**src/rtl/seq_mult16_ctrl.sv**
```systemverilog
// Sequential 16x16 shift-and-add multiplier time-sharing one 8-bit ripple adder.
// Optional build macro MULT_ZERO_SKIP_EN: bits with a zero multiplier bit go straight to SHIFT.

module FA8bit (
  input  logic [7:0] a,
  input  logic [7:0] b,
  input  logic       cin,
  output logic [7:0] sum,
  output logic       cout
);

  logic [8:0] c;

  always_comb begin
    c = '0;
    sum = '0;
    c[0] = cin;
    for (int i = 0; i < 8; i++) begin
      sum[i]   = a[i] ^ b[i] ^ c[i];
      c[i+1]   = (a[i] & b[i]) | (c[i] & (a[i] ^ b[i]));
    end
    cout = c[8];
  end

endmodule

module seq_mult16_ctrl (
  input  logic        clk,
  input  logic        rst,
  input  logic        start,
  input  logic [15:0] a,
  input  logic [15:0] b,
  output logic        busy,
  output logic        done,
  output logic [31:0] product
);

  typedef enum logic [2:0] {
    S_IDLE,
    S_ADD_LO,
    S_ADD_HI,
    S_SHIFT,
    S_DONE
  } state_t;

  state_t      state;
  state_t      state_n;
  logic [15:0] mcand;
  logic [31:0] acc;
  logic [4:0]  cnt;
  logic        cy_lo;
  logic        cy_hi;

  logic [7:0]  fa_a;
  logic [7:0]  fa_b;
  logic        fa_cin;
  logic [7:0]  fa_sum;
  logic        fa_cout;
  logic [31:0] acc_sh;
  logic        last_bit;
  logic        skip_first;
  logic        skip_next;

  assign acc_sh   = {cy_hi, acc[31:1]};
  assign last_bit = (cnt == 5'd15);

`ifdef MULT_ZERO_SKIP_EN
  // acc[1] becomes the next bit's acc[0] after this shift
  assign skip_first = ~b[0];
  assign skip_next  = ~acc[1];
`else
  assign skip_first = 1'b0;
  assign skip_next  = 1'b0;
`endif

  always_comb begin
    fa_a   = acc[23:16];
    fa_b   = acc[0] ? mcand[7:0] : 8'h00;
    fa_cin = 1'b0;
    if (state == S_ADD_HI) begin
      fa_a   = acc[31:24];
      fa_b   = acc[0] ? mcand[15:8] : 8'h00;
      fa_cin = cy_lo;
    end
  end

  FA8bit u_fa (
    .a    (fa_a),
    .b    (fa_b),
    .cin  (fa_cin),
    .sum  (fa_sum),
    .cout (fa_cout)
  );

  always_ff @(posedge clk) begin
    if (rst) state <= S_IDLE;
    else     state <= state_n;
  end

  always_comb begin
    state_n = state;
    unique case (state)
      S_IDLE: begin
        if (start)
          state_n = skip_first ? S_SHIFT : S_ADD_LO;
      end
      S_ADD_LO: state_n = S_ADD_HI;
      S_ADD_HI: state_n = S_SHIFT;
      S_SHIFT: begin
        if (last_bit)       state_n = S_DONE;
        else if (skip_next) state_n = S_SHIFT;
        else                state_n = S_ADD_LO;
      end
      S_DONE:  state_n = S_IDLE;
      default: state_n = S_IDLE;
    endcase
  end

  always_ff @(posedge clk) begin
    if (rst) begin
      mcand   <= '0;
      acc     <= '0;
      cnt     <= '0;
      cy_lo   <= 1'b0;
      cy_hi   <= 1'b0;
      product <= '0;
    end else begin
      unique case (state)
        S_IDLE: begin
          if (start) begin
            mcand <= a;
            acc   <= {16'h0000, b};
            cnt   <= '0;
            cy_hi <= 1'b0;
          end
        end
        S_ADD_LO: begin
          acc[23:16] <= fa_sum;
          cy_lo      <= fa_cout;
        end
        S_ADD_HI: begin
          acc[31:24] <= fa_sum;
          cy_hi      <= fa_cout;
        end
        S_SHIFT: begin
          acc   <= acc_sh;
          cy_hi <= 1'b0;
          cnt   <= cnt + 5'd1;
          // load on the edge into DONE so product is valid with the pulse
          if (last_bit)
            product <= acc_sh;
        end
        default: ;
      endcase
    end
  end

  assign busy = (state == S_ADD_LO) ||
                (state == S_ADD_HI) ||
                (state == S_SHIFT);
  assign done = (state == S_DONE);

endmodule
```
**config.mk**
```make
export PLATFORM = sky130hd
export DESIGN_NAME = seq_mult16_ctrl
export DESIGN_NICKNAME = d
export VERILOG_FILES = /design/src/rtl/seq_mult16_ctrl.sv
export SDC_FILE = /design/constraint.sdc
export NUM_CORES = 1
export LEC_CHECK = 0
export CORE_MARGIN = 5
export CORE_UTILIZATION = 40
export DETAILED_ROUTE_END_ITERATION = 16
export PLACE_DENSITY = 0.65
export SLEW_MARGIN = 25
export SYNTH_ARGS = -nofsm -noshare
export SYNTH_HDL_FRONTEND = slang
export SYNTH_SLANG_ARGS = --single-unit
```
**constraint.sdc**
```tcl
create_clock -name clk -period 4.2 [get_ports clk]
set_input_delay 0.84 -clock clk [delete_from_list [all_inputs] [get_ports clk]]
set_output_delay 0.84 -clock clk [all_outputs]
set_load 0.05 [all_outputs]
```
# --- Yosys cells after proc, flatten, opt, wreduce, memory -nomap -nowiden ---
# Cells that the tools add are included.
classes:
  bitwise_logic: 40
  n_reduce_logical: 11
  eq_ne: 6
  mux: 16
  n_addsub: 1
op_table:
  columns: ["op", "n"]
  rows:
  - ["$pmux 8 s3", 2]
  - ["$mux 32", 1]
  - ["$mux 8", 4]
  - ["$pmux 16 s2", 1]
  - ["$and 1x1->1", 16]
  - ["$xor 1x1->1", 16]
  - ["$pmux 3 s4", 1]
  - ["$pmux 5 s2", 1]
  - ["$reduce_and 2->1", 5]
  - ["$or 1x1->1", 8]
  - ["$eq 3x2->1 const B", 2]
  - ["$mux 3", 2]
  - ["$reduce_bool 3->1", 2]
  - ["$add 5x1->5 const B", 1]
  - ["$eq 5x4->1 const B", 1]
  - ["$mux 5", 1]
  - ["$eq 3x1->1 const B", 1]
  - ["$eq 3x3->1 const B", 1]
  - ["$logic_not 3->1", 1]
  - ["$pmux 1 s3", 1]
  - ["$logic_or 1x1->1", 2]
  - ["$mux 1", 2]
  - ["$ne 2x2->1 const B", 1]
  - ["$reduce_bool 2->1", 1]
word_totals:
  out_inout_bits: 34
  inputBits: 35
  reg_bits: 90
  word_cells: 83

# --- Longest topological paths before layout ---
depth:
  word_depth: 20
  depth_mapped: 20
  mapped_depth_nobuf: 18

# --- By module ---
# From an unflattened synthesis, not the netlist that was laid out.
hier_totals:
  cells_unflattened: 527
  area_unflattened_um2: 4176.5
modules_own_cells:
  columns: ["module", "n_inst", "seq_area_each_um2", "cells_each", "area_per_inst_um2"]
  rows:
  - ["seq_mult16_ctrl", 1, 1801.7, 509, 3978.8]
  - ["FA8bit", 1, 0.0, 18, 197.7]

# --- Worst setup path before layout ---
# Ideal clock, no wire load.
synth_path:
  path_type: "register to register"
  from: "register state[1]"
  to: "register acc[31]"
  t_required_ns: 4.114
  setup_ns: 0.086
  arrival_ns: 4.550
  synth_period_minus_slack_ns: 4.635
  path_buffers: 2
  setup_slack_ns: -0.435
  stages_incl_launch_ff: 20
  cell_sequence: "dfxtp_1 inv_1 or3_1 clkbuf_1 buf_2 nand2_1 nand2_1 fa_1 fa_1 fa_1 fa_1 fa_1 inv_1 fa_1 inv_1 fa_1 fa_1 o21a_1 o22ai_1 a211oi_1"
synth_between:
  elab_chain_cells: 19
  elab_cells_between_ends: 40
  classes_between: "eq/ne (3); mux (4); bitwise (30); reduce/logical (3)"
synth_lines:
  columns: ["element", "line_no", "source"]
  rows:
  - ["start: declaration", "46", "state_t state;"]
  - ["start signal: assignment", "97", "else state <= state_n;"]
  - ["$eq 3x2->1", "80, 128", null]
  - ["$mux 8", "80", "if (state == S_ADD_HI) begin"]
  - ["$xor 1x1->1", "20", "c[i+1] = (a[i] & b[i]) | (c[i] & (a[i] ^ b[i]));"]
  - ["$and 1x1->1", "20", null]
  - ["$or 1x1->1", "20", null]
  - ["$and 1x1->1", "20", null]
  - ["$or 1x1->1", "20", null]
  - ["$and 1x1->1", "20", null]
  - ["(+3 left out)", null, null]
  - ["$and 1x1->1", "20", null]
  - ["$or 1x1->1", "20", null]
  - ["$and 1x1->1", "20", null]
  - ["$or 1x1->1", "20", null]
  - ["$and 1x1->1", "20", null]
  - ["$or 1x1->1", "20", null]
  - ["$xor 1x1->1", "19", "sum[i] = a[i] ^ b[i] ^ c[i];"]
  - ["$pmux 8 s3", "128", "unique case (state)"]
  - ["end signal: assignment", "132", "acc <= {16'h0000, b};"]
  - ["end signal: assignment", "142", "acc[31:24] <= fa_sum;"]
  - ["end signal: assignment", "146", "acc <= acc_sh;"]
  - ["end: declaration", "49", "logic [31:0] acc;"]
# Parallel ways exist; a longest one is shown, timed or not.
# A chain may end at the register's enable or synchronous reset.

# --- Final worst setup path ---
# Same ends and word-level chain as after synthesis.

==> results.sh <==
export IMPL_cts_htree_levels=3
export IMPL_layout_drive_gt1_share=0.115
export IMPL_yosysSeqAreaShare=0.447
export IMPL_insertion_delay_ns=0.36
export IMPL_gp_congestion=0.921
export IMPL_synth_xor_area_frac=0.00217
export IMPL_cp_arrival_ns=4.56
export IMPL_cts_inserted_buffers=9
export IMPL_crit_fanout=3
export IMPL_synth_edf_count=0
export IMPL_fmax_ghz=0.234
export IMPL_wl_per_cell_um=14.2
export IMPL_synth_top_family_by_area="simple AND/OR/NAND/NOR gates"
export IMPL_drt_total_wl_mm=9.86
export IMPL_rsz0062_at_grt="true"
export IMPL_num_antenna_cells=0
export IMPL_setup_viol=2
export IMPL_fin_tns_setup_ns=-0.109
export IMPL_vias=3524
export IMPL_die_y_um=110
export IMPL_die_area_um2=12200
export IMPL_critical_path_class="flop to flop"
export IMPL_initial_core_util=0.411
export IMPL_firstDrtPassIters=5
export IMPL_yosysWarningCount=0
export IMPL_dp_hpwl_mm=7.17
export IMPL_synth_simple_area_share=0.258
export IMPL_synth_most_common_cell="nand2_1"
export IMPL_antenna_left=0
export IMPL_synth_area_per_cell_um2=8.05
export IMPL_r2r_end="acc[31]"
export IMPL_fin_crit_ns=4.28
export IMPL_peakVddDrop_mv=0.175
export IMPL_fp_coreArea_um2=9820
export IMPL_crit_top_cell="fa_2"
export IMPL_p_total_mw=1.98
export IMPL_timing_reg2reg_setup_slack_ns=-0.08
export IMPL_syn_to_final_growth_pct=25.1
export IMPL_synthMuxAreaShare=0.0226
export IMPL_antenna_found_initial=0
export IMPL_worstHoldPathCells=2
export IMPL_netlist_area_leader_share=0.447
export IMPL_cp_slowest_cell="fa_1"
export IMPL_slowest_delay_ns=0.51
export IMPL_grt_pass1_vias=3408
export IMPL_synthTopCellsByArea="dfxtp_1 45%, nand2_1 13%, a21oi_1 7.8%, nor2_1 4.8%, fa_1 4.0%"
export IMPL_grt_total_usage=0.163
export IMPL_violations="negative setup slack"
export IMPL_num_nets_final=603
export IMPL_drv_cap=0
export IMPL_rows=36
export IMPL_r2r_cells=17
export IMPL_ys_types=44
export IMPL_synth_nets=546
export IMPL_ys_ff_latch=90
export IMPL_crit_required_ns=4.48
export IMPL_drt_iter0_markers=230
export IMPL_cts_root_buf="clkbuf_8"
export IMPL_tightest_slew_ns=0.796
export IMPL_synthesis_area_um2=4040
export IMPL_start_kind="flop"
export IMPL_grt_max_degree=39
export IMPL_r2r_start="state[1]"
export IMPL_clockBufferDepth=2
export IMPL_end_kind="flop"
export IMPL_fp_dieW_um=110
export IMPL_gr_total_overflow=0
export IMPL_finalCritPeriodShare=1.02
export IMPL_hold_viol_final=0
export IMPL_drv_slew=0
export IMPL_ios=69
export IMPL_timing_final_ws_setup_ns=-0.0814
export IMPL_placed_area_um2=4820
export IMPL_finalClockSkew_ns=0.0110
export IMPL_synthAdderAreaFrac=0.0459
export IMPL_drc=0
export IMPL_outcome="finished, violations left"
export IMPL_portBuffers=68
export IMPL_via_per_inst=5.06
export IMPL_synth_compound_area_share=0.173
export IMPL_synthCells=501
export IMPL_yosysTopAreaCell="dfxtp_1"
export IMPL_async_flop_share=0
export IMPL_cts_sinks=90
export IMPL_p_leak_nw=1.78
export IMPL_n_fill_cell=980
export IMPL_hp_start="product[5]"
export IMPL_p_per_area_nw_per_um2=392
export IMPL_hold_end="product[5]"
export IMPL_final_area_um2=5050
export IMPL_synthFlopType="dfxtp_1"
export IMPL_cts_tree="built"
export IMPL_min_path_type="flop to flop"
export IMPL_path_clk_slew_ns=0.10
export IMPL_grt_pass1_wl_mm=16.8
export IMPL_synth_common_cells="136 x nand2_1, 90 x dfxtp_1, 63 x a21oi_1"
export IMPL_maxSlewHeadroom=0.467
export IMPL_crit_chain="inv_2 -> or3_4 -> nand2_2 -> nand2_2 -> fa_2 -> fa_2 -> fa_2 -> fa_2 -> fa_2 -> inv_2 -> fa_2 -> inv_2 -> fa_2 -> fa_1 -> o21a_1 -> o22ai_2 -> a211oi_2"
-- cell usage in the layout (no fill, tap or decap), drive strengths merged --
master	n
a211oi	7
a21boi	7
a21o	1
a21oi	64
a22oi	1
a2bb2oi	2
a31oi	1
and2	1
and3	1
and3b	1
buf	15
clkbuf	10
clkdlybuf4s50	67
clkinv	2
dfxtp	90
fa	8
ha	2
inv	10
mux2	1
mux2i	8
nand2	137
nand2b	4
nand3b	8
nand4	2
nor2	53
nor2b	1
nor3	19
nor4b	1
o21a	7
o21ai	9
o22ai	18
o32a	2
or3	1
or4b	1
xnor2	1
-- critical path, delay by kind of cell (launching register included) --
family / cells / cell delay [ns]
compound gates: 3 / 0.41
fa+ha+maj: 8 / 2.79
buf+inv: 3 / 0.15
flops: 1 / 0.35
simple gates: 3 / 0.51
-- metrics by stage --
stage / hold slack, ns / worst slack [ns] / util / cells
CTS: 0.459 / -0.123 / 0.513 / 696
floorplan: 0.433 / -0.171 / - / 501
global placement: 0.442 / -0.0646 / 0.489 / 679
detailed placement: 0.446 / -0.264 / 0.491 / 680
finish: 0.457 / -0.0814 / 0.514 / 696
global route: 0.483 / -0.234 / 0.514 / 696
-- cell families after synthesis --
kind of cell | after synthesis
flops | 90
fa+ha+maj | 10
xor+xnor | 1
buf+inv | 42
compound gates | 119
simple gates | 230
mux | 9
-- power by group --
group | leakage (nW) | total, mW | switching (mW) | internal [mW]
combinational | 0.955 | 0.433 | 0.249 | 0.184
clock | 0.0957 | 0.576 | 0.344 | 0.232
sequential | 0.733 | 0.969 | 0.0520 | 0.917
total | 1.78 | 1.98 | 0.646 | 1.33
-- worst max-delay path by stage --
stage | startpoint | endpoint | slack, ns | depth (start not counted)
CTS | state[1] | acc[31] | -0.12 | 17
global route | state[1] | acc[31] | -0.23 | 17
finish | state[1] | acc[31] | -0.08 | 17
global placement | state[1] | acc[31] | -0.06 | 17
floorplan | state[1] | acc[31] | -0.17 | 19
detailed placement | state[0] | acc[31] | -0.26 | 17
-- flip-flops by register name, summed over array words and instances (netlist names) --
register / cells
mcand: 16
cy_lo: 1
state: 3
product: 32
cnt: 5
cy_hi: 1
acc: 32
-- layout make-up --
type | instances | area, µm² | share of cell area
Multi-Input combinational cell | 369 | 2080 | 0.411
Tap cell | 133 | 166 | 0.0330
Clock buffer | 10 | 128 | 0.0253
Timing Repair Buffer | 82 | 796 | 0.158
Inverter | 6 | 22.5 | 0.00446
Clock inverter | 6 | 57.6 | 0.0114
Sequential cell | 90 | 1800 | 0.357
-- what timing repair did --
action | in CTS | in global routing
resized for setup | 12 | 1
setup buffers | 0 | 0
pin swaps | 6 | 3
hold buffers | 0 | 0
setup endpoints to repair | 2 | 2
-- metal layers --
| layer | vias to the layer above | global-route usage | share of wire |
|---|---|---|---|
| met5 | - | 0 | 0 |
| met4 | 0 | 0.0575 | 0.019 |
| met3 | 20 | 0.0356 | 0.066 |
| met2 | 129 | 0.247 | 0.43 |
| met1 | 1579 | 0.228 | 0.49 |
| li1 | 1796 | - | - |
(Power assumes the default switching activity.)
